<file path="src/rtl/npu_pop_pkg.sv">
// rtl/npu_pop_pkg.sv - shared constants, mode encodings and limit helpers for the popcount datapath
package npu_pop_pkg;

  localparam int GROUP_W = 15;
  localparam int GCNT_W  = 4;

  typedef enum logic {
    MODE_POP = 1'b0,
    MODE_BIP = 1'b1
  } mode_e;

  function automatic int clog2(input int v);
    int r;
    r = 0;
    while ((1 << r) < v) r++;
    return r;
  endfunction

  function automatic longint sat_umax(input int w);
    return (longint'(1) << w) - 1;
  endfunction

  function automatic longint sat_smax(input int w);
    return (longint'(1) << (w - 1)) - 1;
  endfunction

  function automatic longint sat_smin(input int w);
    return -(longint'(1) << (w - 1));
  endfunction

endpackage

</file>
<file path="src/rtl/popcount_accumulator_if.sv">
// rtl/popcount_accumulator_if.sv - input beat stream and result stream of the popcount accumulator
interface popcount_accumulator_if #(
  parameter int IN_W  = 15,
  parameter int ACC_W = 16
);
  logic [IN_W-1:0]  in_data;
  logic             in_valid;
  logic             in_ready;
  logic             in_last;
  logic             in_mode;
  logic [ACC_W-1:0] out_data;
  logic             out_sat;
  logic             out_mode;
  logic             out_valid;
  logic             out_ready;

  modport slave (
    input  in_data, in_valid, in_last, in_mode, out_ready,
    output in_ready, out_data, out_sat, out_mode, out_valid
  );

  modport master (
    output in_data, in_valid, in_last, in_mode, out_ready,
    input  in_ready, out_data, out_sat, out_mode, out_valid
  );
endinterface

</file>
<file path="src/rtl/popcount_group.sv">
// rtl/popcount_group.sv - 15-to-4 bit counter: five full adders, two 5:3 compressors, final add
module popcount_group
  import npu_pop_pkg::*;
(
  input  logic [GROUP_W-1:0] i_bits,
  output logic [GCNT_W-1:0]  o_count
);

  logic [4:0] w_fa_s;
  logic [4:0] w_fa_c;
  logic [2:0] w_s_cnt;
  logic [2:0] w_c_cnt;

  function automatic logic [1:0] fa(input logic a, input logic b, input logic c);
    return {(a & b) | (a & c) | (b & c), a ^ b ^ c};
  endfunction

  // Two chained full adders; their carries share weight 2 and combine into bits 1 and 2.
  function automatic logic [2:0] c53(input logic [4:0] x);
    logic [1:0] f0;
    logic [1:0] f1;
    f0 = fa(x[0], x[1], x[2]);
    f1 = fa(f0[0], x[3], x[4]);
    return {f0[1] & f1[1], f0[1] ^ f1[1], f1[0]};
  endfunction

  always_comb begin
    w_fa_s = '0;
    w_fa_c = '0;
    for (int i = 0; i < 5; i++) begin
      {w_fa_c[i], w_fa_s[i]} = fa(i_bits[3*i], i_bits[3*i+1], i_bits[3*i+2]);
    end
  end

  assign w_s_cnt = c53(w_fa_s);
  assign w_c_cnt = c53(w_fa_c);
  assign o_count = {1'b0, w_s_cnt} + {w_c_cnt, 1'b0};

endmodule

</file>
<file path="src/rtl/popcount_accumulator.sv">
// rtl/popcount_accumulator.sv - pipelined per-packet popcount / bipolar dot-product accumulator
module popcount_accumulator
  import npu_pop_pkg::*;
#(
  parameter int IN_W  = 15,
  parameter int ACC_W = 16
) (
  input logic clk,
  input logic reset,
  popcount_accumulator_if.slave bus
);

  localparam int G     = (IN_W + GROUP_W - 1) / GROUP_W;
  localparam int PAD_W = G * GROUP_W;
  localparam int POP_W = clog2(IN_W + 1);
  localparam int EXT_W = ACC_W + 2;

  localparam logic signed [EXT_W-1:0] L_IN_W = EXT_W'(IN_W);
  localparam logic signed [EXT_W-1:0] L_UMAX = EXT_W'(sat_umax(ACC_W));
  localparam logic signed [EXT_W-1:0] L_SMAX = EXT_W'(sat_smax(ACC_W));
  localparam logic signed [EXT_W-1:0] L_SMIN = EXT_W'(sat_smin(ACC_W));

  logic                     w_stall;
  logic                     w_accept;
  mode_e                    w_beat_mode;
  logic [PAD_W-1:0]         w_padded;
  logic [GCNT_W-1:0]        w_gcnt [G];
  logic [POP_W-1:0]         w_pop;
  logic                     w_bip;
  logic signed [EXT_W-1:0]  w_acc_ext;
  logic signed [EXT_W-1:0]  w_pop_ext;
  logic signed [EXT_W-1:0]  w_contrib;
  logic signed [EXT_W-1:0]  w_sum;
  logic signed [EXT_W-1:0]  w_clamped;
  logic                     w_clamp;
  logic [ACC_W-1:0]         w_acc_next;
  logic                     w_sat_next;

  logic                     r_first;
  mode_e                    r_pkt_mode;
  logic [GCNT_W-1:0]        r_s1_cnt [G];
  logic                     r_s1_valid;
  logic                     r_s1_last;
  mode_e                    r_s1_mode;
  logic [POP_W-1:0]         r_s2_pop;
  logic                     r_s2_valid;
  logic                     r_s2_last;
  mode_e                    r_s2_mode;
  logic [ACC_W-1:0]         r_acc;
  logic                     r_sat;
  logic [ACC_W-1:0]         r_out_data;
  logic                     r_out_sat;
  mode_e                    r_out_mode;
  logic                     r_out_valid;

  // The whole pipeline freezes while a result waits, so nothing in flight can be lost.
  assign w_stall      = r_out_valid & ~bus.out_ready;
  assign w_accept     = bus.in_valid & ~w_stall;
  assign bus.in_ready = ~w_stall;
  assign w_beat_mode  = r_first ? mode_e'(bus.in_mode) : r_pkt_mode;
  assign w_padded     = PAD_W'(bus.in_data);

  for (genvar g = 0; g < G; g++) begin : g_grp
    popcount_group u_grp (
      .i_bits  (w_padded[g*GROUP_W +: GROUP_W]),
      .o_count (w_gcnt[g])
    );
  end

  always_ff @(posedge clk or posedge reset) begin
    if (reset) begin
      r_first    <= 1'b1;
      r_pkt_mode <= MODE_POP;
    end else if (w_accept) begin
      r_first    <= bus.in_last;
      r_pkt_mode <= w_beat_mode;
    end
  end

  always_ff @(posedge clk or posedge reset) begin
    if (reset) begin
      r_s1_valid <= 1'b0;
      r_s1_last  <= 1'b0;
      r_s1_mode  <= MODE_POP;
      for (int g = 0; g < G; g++) r_s1_cnt[g] <= '0;
    end else if (!w_stall) begin
      r_s1_valid <= w_accept;
      r_s1_last  <= bus.in_last;
      r_s1_mode  <= w_beat_mode;
      for (int g = 0; g < G; g++) r_s1_cnt[g] <= w_gcnt[g];
    end
  end

  always_comb begin
    w_pop = '0;
    for (int g = 0; g < G; g++) w_pop = w_pop + POP_W'(r_s1_cnt[g]);
  end

  always_ff @(posedge clk or posedge reset) begin
    if (reset) begin
      r_s2_pop   <= '0;
      r_s2_valid <= 1'b0;
      r_s2_last  <= 1'b0;
      r_s2_mode  <= MODE_POP;
    end else if (!w_stall) begin
      r_s2_pop   <= w_pop;
      r_s2_valid <= r_s1_valid;
      r_s2_last  <= r_s1_last;
      r_s2_mode  <= r_s1_mode;
    end
  end

  // Two guard bits let the raw sum overshoot either limit before clamping.
  always_comb begin
    w_bip     = (r_s2_mode == MODE_BIP);
    w_acc_ext = $signed({{2{w_bip & r_acc[ACC_W-1]}}, r_acc});
    w_pop_ext = EXT_W'(r_s2_pop);
    w_contrib = w_bip ? (w_pop_ext <<< 1) - L_IN_W : w_pop_ext;
    w_sum     = w_acc_ext + w_contrib;
    w_clamped = w_sum;
    w_clamp   = 1'b0;
    if (w_bip) begin
      if (w_sum > L_SMAX) begin
        w_clamped = L_SMAX;
        w_clamp   = 1'b1;
      end else if (w_sum < L_SMIN) begin
        w_clamped = L_SMIN;
        w_clamp   = 1'b1;
      end
    end else if (w_sum > L_UMAX) begin
      w_clamped = L_UMAX;
      w_clamp   = 1'b1;
    end
    w_acc_next = ACC_W'(w_clamped);
    w_sat_next = r_sat | w_clamp;
  end

  always_ff @(posedge clk or posedge reset) begin
    if (reset) begin
      r_acc       <= '0;
      r_sat       <= 1'b0;
      r_out_data  <= '0;
      r_out_sat   <= 1'b0;
      r_out_mode  <= MODE_POP;
      r_out_valid <= 1'b0;
    end else if (!w_stall) begin
      r_out_valid <= r_s2_valid & r_s2_last;
      if (r_s2_valid) begin
        if (r_s2_last) begin
          r_acc      <= '0;
          r_sat      <= 1'b0;
          r_out_data <= w_acc_next;
          r_out_sat  <= w_sat_next;
          r_out_mode <= r_s2_mode;
        end else begin
          r_acc      <= w_acc_next;
          r_sat      <= w_sat_next;
        end
      end
    end
  end

  assign bus.out_data  = r_out_data;
  assign bus.out_sat   = r_out_sat;
  assign bus.out_mode  = r_out_mode;
  assign bus.out_valid = r_out_valid;

endmodule

</file>
<file path="src/flat_wrapper.sv">
// flat-port wrapper written by rule: the top's interface ports become plain ports
module popcount_accumulator_flat import npu_pop_pkg::*;
#(
  parameter int IN_W  = 15,
  parameter int ACC_W = 16
)
  (clk, reset, bus_in_data, bus_in_valid, bus_in_last, bus_in_mode, bus_out_ready, bus_in_ready, bus_out_data, bus_out_sat, bus_out_mode, bus_out_valid);
  popcount_accumulator_if #(.IN_W(IN_W), .ACC_W(ACC_W)) bus_i ();
  input logic clk;
  input logic reset;
  input wire logic [$bits(bus_i.in_data)-1:0] bus_in_data;
  input wire logic [$bits(bus_i.in_valid)-1:0] bus_in_valid;
  input wire logic [$bits(bus_i.in_last)-1:0] bus_in_last;
  input wire logic [$bits(bus_i.in_mode)-1:0] bus_in_mode;
  input wire logic [$bits(bus_i.out_ready)-1:0] bus_out_ready;
  output wire logic [$bits(bus_i.in_ready)-1:0] bus_in_ready;
  output wire logic [$bits(bus_i.out_data)-1:0] bus_out_data;
  output wire logic [$bits(bus_i.out_sat)-1:0] bus_out_sat;
  output wire logic [$bits(bus_i.out_mode)-1:0] bus_out_mode;
  output wire logic [$bits(bus_i.out_valid)-1:0] bus_out_valid;
  assign bus_i.in_data = bus_in_data;
  assign bus_i.in_valid = bus_in_valid;
  assign bus_i.in_last = bus_in_last;
  assign bus_i.in_mode = bus_in_mode;
  assign bus_i.out_ready = bus_out_ready;
  assign bus_in_ready = bus_i.in_ready;
  assign bus_out_data = bus_i.out_data;
  assign bus_out_sat = bus_i.out_sat;
  assign bus_out_mode = bus_i.out_mode;
  assign bus_out_valid = bus_i.out_valid;
  popcount_accumulator #(.IN_W(IN_W), .ACC_W(ACC_W)) u_core (.clk(clk), .reset(reset), .bus(bus_i));
endmodule
</file>
<file path="config.mk">
export PLATFORM = sky130hd
export DESIGN_NAME = popcount_accumulator_flat
export DESIGN_NICKNAME = d
export VERILOG_FILES = /design/src/rtl/npu_pop_pkg.sv /design/src/rtl/popcount_accumulator_if.sv /design/src/rtl/popcount_group.sv /design/src/rtl/popcount_accumulator.sv /design/src/flat_wrapper.sv
export SDC_FILE = /design/constraint.sdc
export NUM_CORES = 1
export LEC_CHECK = 0
export ABC_AREA = 1
export CORE_MARGIN = 2
export CORE_UTILIZATION = 30
export CTS_CLUSTER_SIZE = 8
export DETAILED_ROUTE_END_ITERATION = 8
export GPL_TIMING_DRIVEN = 0
export PLACE_DENSITY = 0.52
export SYNTH_ARGS = -nofsm -noshare
export SYNTH_HDL_FRONTEND = slang
export SYNTH_SLANG_ARGS = --single-unit
</file>
<file path="constraint.sdc">
create_clock -name clk -period 3.6 [get_ports clk]
set_input_delay 0.9 -clock clk [delete_from_list [all_inputs] [get_ports clk]]
set_output_delay 0.9 -clock clk [all_outputs]
set_load 0.03 [all_outputs]
</file>
==> flow_summary.json, run 1 <==
{
  "skew_ns": 0.003202,
  "fin_ws_ns": 0.1112,
  "synth.net_count": 527,
  "cap_violations": 0,
  "maxSlewHeadroom_pct": 62.27,
  "post_route_cells_drive_above_1_share_pct": 8.007,
  "avgRoutedWirePerCell_microns": 13.66,
  "power.internal_uw": 2186,
  "yosysWarnings": 0,
  "start_util_pct": 30.69,
  "critical_path.startpoint": "bus_in_data[6]",
  "synthSimpleGateAreaFrac_pct": 33.35,
  "grt_pass1_wl_microns": 15570,
  "layout_common_cells": "nand2_1 (195), inv_1 (54), dfrtp_1 (51), nand3_1 (43), clkdlybuf4s50_1 (30)",
  "coreArea_sq_mm": 0.01137,
  "setup_viol": 0,
  "fmax_mhz": 286.6,
  "clock-sinks": 52,
  "power.density_mw_per_mm2": 1039,
  "rsz0062_at_grt": "false",
  "p_sw_uw": 2278,
  "endpoint_kind": "flop",
  "grt_pass1_vias": 3231,
  "fillers": 1202,
  "synth_seq_area_share_pct": 37.33,
  "ys_ff_latch": 52,
  "syn_to_final_growth_pct": 23.13,
  "grt_start_max_net_pins": 32,
  "vias_per_cell": 4.787,
  "hp-class": "flop to flop",
  "netlist_instances": 488,
  "synth_xor_area_share_pct": 2.510,
  "post-route-min-period_ns": 3.489,
  "p_leak_uw": 0.002229,
  "hp-start": "u_core.r_s1_cnt[1]",
  "cts_max_level": 2,
  "rows": 39,
  "dp_hpwl_microns": 7326,
  "clockBufferDepth": 2,
  "whs_ns": 0.4784,
  "outcome": "finished clean",
  "chipHeight_microns": 111.9,
  "yosys.area_share.adder_pct": 8.820,
  "synth_top_area_share_pct": 36.57,
  "grt_remaining_overflow": 0,
  "worstMarginPinSlew_ns": 0.5654,
  "insertion_delay_ns": 0.30,
  "crit_fanout": 1,
  "ant_nets": 0,
  "die_w_microns": 111.9,
  "r2r_slack_ns": 0.27,
  "cp-start-kind": "input port",
  "wirelength_microns": 9287,
  "cts_buffers": 5,
  "p_seq_share_pct": 22.9,
  "cp.arrival_ns": 3.66,
  "rr_startpoint": "u_core.r_s2_mode",
  "ctsHoldBuffers": 0,
  "yosys.area.top_type": "dfrtp_1",
  "synth.avg_cell_area_sq_um": 7.151,
  "gp_congestion": 0.8874,
  "worstPathRequired_ns": 3.77,
  "drt_pass1_iterations": 5,
  "synth_cell_type_count": 33,
  "port_buffers": 40,
  "drt_iter0_markers": 196,
  "p_clk_share_pct": 12.9,
  "dp_slack_ns": -0.5611,
  "grt_use_total_pct": 15.37,
  "finalHoldViolations": 0,
  "synth_compound_area_share_pct": 8.964,
  "tns_ns": 0,
  "synth_area_leaders": "dfrtp_1 (37%), nand2_1 (21%), fa_1 (6.3%), inv_1 (6.2%), nand3_1 (6.2%)",
  "critPathKind": "input port to flop",
  "synth_area_sq_mm": 0.003490,
  "synthMuxAreaShare_pct": 0,
  "synth_top_family_by_area": "simple AND/OR/NAND/NOR gates",
  "die-area_sq_mm": 0.01251,
  "min_period_over_period_pct": 96.91,
  "io_pins": 41,
  "combPwrFrac_pct": 64.2,
  "antenna_found_initial": 0,
  "p_sw_share_pct": 51.03,
  "clk_pin_slew_ns": 0.07,
  "cts_tree": "yes",
  "vdd_ir_drop_max_uv": 461.5,
  "diodes": 0,
  "cts_root_buffer": "clkbuf_16",
  "route.detailed.drc": 0,
  "post_cts_buffers": 0,
  "vias": 3255,
  "drv_slew": 0,
  "final_nets": 575,
  "mostFrequentLayoutCell": "nand2_1"
}
cell type report:
cell class              instances  area, sq um  share of cell area [%]
repair buffers                 41        415.4                   9.668
inverters                      63        239.0                   5.562
plain buffers                  12        76.32                   1.776
clock buffers                   6        138.9                   3.232
multi-input cells             361         1907                   44.38
clock inverters                 2        38.79                  0.9027
flip-flops and latches         52         1303                   30.31
well taps                     143        178.9                   4.164
metrics by stage:
step	utilization [%]	power [uW]	instance area [sq um]	instances
final	37.79	4464	4297	680
after global routing	37.79	4874	4297	680
after CTS	37.72	4486	4289	680
after detailed placement	35.96	3862	4089	672
after global placement	35.79	3853	4069	671
after floorplan	-	3002	3490	488
state kept, by name (all words and copies together), names as in the netlist, 4 cells and up:
| signal | cells |
|---|---|
| u_core.bus.out_data | 16 |
| u_core.r_s1_cnt | 4 |
| u_core.r_acc | 16 |
| u_core.r_s2_pop | 4 |
synth_stat cells (all sizes together):
| master | n |
|---|---|
| nand2 | 203 |
| inv | 61 |
| dfrtp | 51 |
| nand3 | 43 |
| nor2 | 29 |
| o21ai | 27 |
| fa | 11 |
| a21oi | 8 |
| a31oi | 8 |
| ha | 7 |
| buf | 6 |
| clkbuf | 6 |
| xor2 | 6 |
| a41oi | 5 |
| xnor2 | 4 |
| nand4 | 3 |
| a21boi | 2 |
| clkinv | 2 |
| and3 | 1 |
| dfstp | 1 |
| nand3b | 1 |
| nor3 | 1 |
| o211ai | 1 |
| o41ai | 1 |
path summary, 6_finish.rpt:
check | cells after the start | endpoint
setup / recovery | 11 | u_core.r_s1_cnt[2]
hold / removal | 2 | u_core.r_s2_pop[1]
setup reg to reg | 16 | u_core.r_acc[8]
hold reg to reg | 2 | u_core.r_s2_pop[1]
max in group asynchronous | 3 | u_core.bus.out_data[10]
min in group asynchronous | 2 | u_core.r_pkt_mode
worst max-delay path, cell delays in order:
cell and delay, ns:
dlygate4sd2_1 0.25, fa_1 0.54, inv_2 0.04, fa_1 0.54
inv_2 0.04, fa_2 0.36, ha_4 0.28, ha_4 0.11
inv_2 0.03, fa_2 0.50, o21ai_1 0.05
timing repair:
| action | in CTS | in global routing |
|---|---|---|
| hold endpoints to repair | 0 | 0 |
| endpoints found under the setup margin | 18 | 17 |
| pin swaps | 7 | 5 |
| resized for setup | 17 | 7 |
power by group through the flow:
| stage | sequential, uW | clock (uW) | combinational (uW) |
|---|---|---|---|
| after floorplan | 1190 | 0 | 1810 |
| after global placement | 1030 | 0 | 2830 |
| after detailed placement | 1030 | 0 | 2830 |
| after CTS | 1020 | 586 | 2880 |
| after global routing | 1050 | 608 | 3210 |
| final | 1020 | 574 | 2870 |
layer usage:
| metal | up-vias | wire [microns] | global-route usage, % |
|---|---|---|---|
| li1 | 1633 | - | - |
| met1 | 1534 | 4373 | 19.83 |
| met2 | 76 | 4438 | 26.87 |
| met4 | 0 | 117 | 3.457 |
| met3 | 12 | 358 | 2.776 |
| met5 | - | 0 | 0 |
kinds of logic (layout without fill, tap and decap cells):
group / Yosys count / count (layout)
and+or+nand+nor: 281 / 281
buffers and inverters: 75 / 124
AOI/OAI and AO/OA: 52 / 52
DFF: 52 / 52
adders and majority gates: 18 / 18
xor gates and xnor gates: 10 / 10
Power figures use the tool's default switching activity.
==> run 2: changes to the inputs <==
Settings changed: REMOVE_ABC_BUFFERS set to 1, SKIP_LAST_GASP set to 1.
==> run 2 against run 1 <==
Core utilization down 0.077 points. Sequential power is essentially flat. Clock power is 12% lower. Critical endpoint is now bus_in_ready. Critical path type is now input port to primary output. Via count decreased by 1.7%. Routed wire length fell by 1.2%. Sequential share of layout area increased by 0.15 points. Setup slack worse by 0.036 ns. Register-to-register slack gained 0.08 ns. Power decreased by 2.2%.
==> flow_summary.json, run 2 (same netlist as run 1, synthesis figures left out) <==
{
  "power.density_mw_per_mm2": 1018,
  "p_leak_uw": 0.002199,
  "multi_input_area_sq_mm": 0.001958,
  "chipHeight_microns": 111.9,
  "path_buf_inv": 3,
  "combPwrFrac_pct": 65.1,
  "ant_nets": 0,
  "slowest_stage": "clkdlybuf4s50_1",
  "avgRoutedWirePerCell_microns": 13.63,
  "wirelength_microns": 9174,
  "p_sw_share_pct": 52.10,
  "clockBufferDepth": 2,
  "min_period_over_period_pct": 97.92,
  "port_buffers": 40,
  "antenna_found_initial": 0,
  "grt_pass1_wl_microns": 15760,
  "worstMarginPinSlew_ns": 0.8043,
  "cts_max_level": 2,
  "wl_met2_microns": 4428,
  "tns_ns": 0,
  "coreArea_sq_mm": 0.01137,
  "dp_hpwl_microns": 6454,
  "fmax_mhz": 283.7,
  "grt_start_max_net_pins": 31,
  "fillers": 1246,
  "post-route-util_pct": 37.71,
  "vias": 3200,
  "maxSlewHeadroom_pct": 46.33,
  "drv_slew": 0,
  "cap_violations": 0,
  "critPathKind": "input port to primary output",
  "ctsHoldBuffers": 0,
  "fin_ws_ns": 0.07502,
  "p_seq_share_pct": 23.3,
  "met3RoutedLength_microns": 339,
  "cpPeakStageDelay_ns": 0.67,
  "gp_congestion": 0.8563,
  "diodes": 0,
  "cts_root_buffer": "clkbuf_16",
  "dp_slack_ns": -0.9709,
  "endpoint_kind": "primary output",
  "cts_tree": "yes",
  "drt_pass1_iterations": 4,
  "mostFrequentLayoutCell": "nand2_1",
  "skew_ns": 0.004730,
  "critPathTopFamily": "buffers and inverters",
  "clock-sinks": 52,
  "insertion_delay_ns": 0.29,
  "seqCellArea_sq_mm": 0.001306,
  "worstPathRequired_ns": 2.70,
  "io_pins": 41,
  "route.detailed.drc": 0,
  "start_util_pct": 30.69,
  "drt_iter0_markers": 158,
  "p_sw_uw": 2273,
  "fin_total_pwr_uw": 4364,
  "syn_to_final_growth_pct": 22.88,
  "cp.arrival_ns": 2.62,
  "grt_pass1_vias": 3257,
  "rsz0062_at_grt": "true",
  "cp-start-kind": "input port",
  "wl_met1_microns": 4201,
  "hp-class": "flop to flop",
  "setup_viol": 0,
  "crit_chain": "clkdlybuf4s50_1 > nor2_4 > clkinv_2 > clkdlybuf4s50_1",
  "final_nets": 568,
  "post-route-min-period_ns": 3.525,
  "cts_buffers": 5,
  "layout_common_cells": "nand2_1 (195), inv_1 (55), dfrtp_1 (50), nand3_1 (43), clkdlybuf4s50_1 (31)",
  "p_clk_share_pct": 11.6,
  "rows": 39,
  "post_route_cells_drive_above_1_share_pct": 8.868,
  "grt_use_total_pct": 15.44,
  "vdd_ir_drop_max_uv": 355.5,
  "grt_remaining_overflow": 0,
  "outcome": "finished clean",
  "cpMostUsedCell": "clkdlybuf4s50_1",
  "power.internal_uw": 2090,
  "topRoutingLayerUsed": "met4",
  "die-area_sq_mm": 0.01251,
  "die_w_microns": 111.9,
  "finalHoldViolations": 0,
  "clk_pin_slew_ns": 0.07,
  "crit_fanout": 19,
  "vias_per_cell": 4.755
}
==> run 2: cell types whose count changed in the layout (fill, tap and decap cells not counted), sizes merged <==
cell           change
clkinvlp           +1
clkinv             +1
clkdlybuf4s50      +1
bufinv             -1
o211ai             +1
dlymetal6s2s       -1
buf                -2
clkbuf             -7
==> run 2: routing by layer <==
layer,track usage (%),up-vias
met3,2.450,12
met1,19.49,1492
met2,26.79,75
li1,-,1621
met4,5.432,0
met5,0,-
==> run 2: layout make-up <==
cell class	count	share of cell area, %
Clock buffer	5	2.918
Multi-Input combinational cell	362	45.67
Tap cell	143	4.173
Inverter	63	5.632
Sequential cell	52	30.46
Timing Repair Buffer	45	10.50
Clock inverter	3	0.6420
==> run 2: stage by stage <==
step / cells / cell area [sq um] / hold WS (ns)
after global routing: 673 / 4288 / 0.4986
after floorplan: 476 / 3413 / 0.4422
final: 673 / 4288 / 0.4787
after CTS: 670 / 4252 / 0.4817
after detailed placement: 661 / 4030 / 0.4624
after global placement: 659 / 3993 / 0.4574
==> run 2: tightest hold or removal path, stage by stage (launching register included) <==
cell and delay [ns]:
dfrtp_1 0.35, nand2_1 0.05, nand2_1 0.05
==> run 2: path summary, 6_finish.rpt <==
path / cells past startpoint / slack [ns] / start / end
worst max-delay path: 4 / 0.08 / bus_out_ready / bus_in_ready
worst min-delay path: 2 / 0.48 / u_core.r_s1_cnt[2] / u_core.r_s2_pop[2]
worst max register to register: 16 / 0.35 / u_core.r_s2_mode / u_core.r_acc[7]
worst min register to register: 2 / 0.48 / u_core.r_s1_cnt[2] / u_core.r_s2_pop[2]
max in group asynchronous: 3 / 2.04 / reset / u_core.r_first
min in group asynchronous: 2 / 0.96 / reset / u_core.bus.out_valid
==> run 2: power groups by stage <==
| stage | clock [uW] | combinational, uW | sequential, uW |
|---|---|---|---|
| after floorplan | 0 | 1690 | 1210 |
| after global placement | 0 | 2600 | 1050 |
| after detailed placement | 0 | 2650 | 1050 |
| after CTS | 529 | 2800 | 1050 |
| after global routing | 549 | 3240 | 1050 |
| final | 505 | 2840 | 1020 |
==> run 2: what timing repair did <==
item,in CTS,in global routing
pin swaps,8,6
endpoints found under the setup margin,39,35
resized for setup,26,5
buffers inserted,0,3
cloned,1,0
hold endpoints to repair,0,0
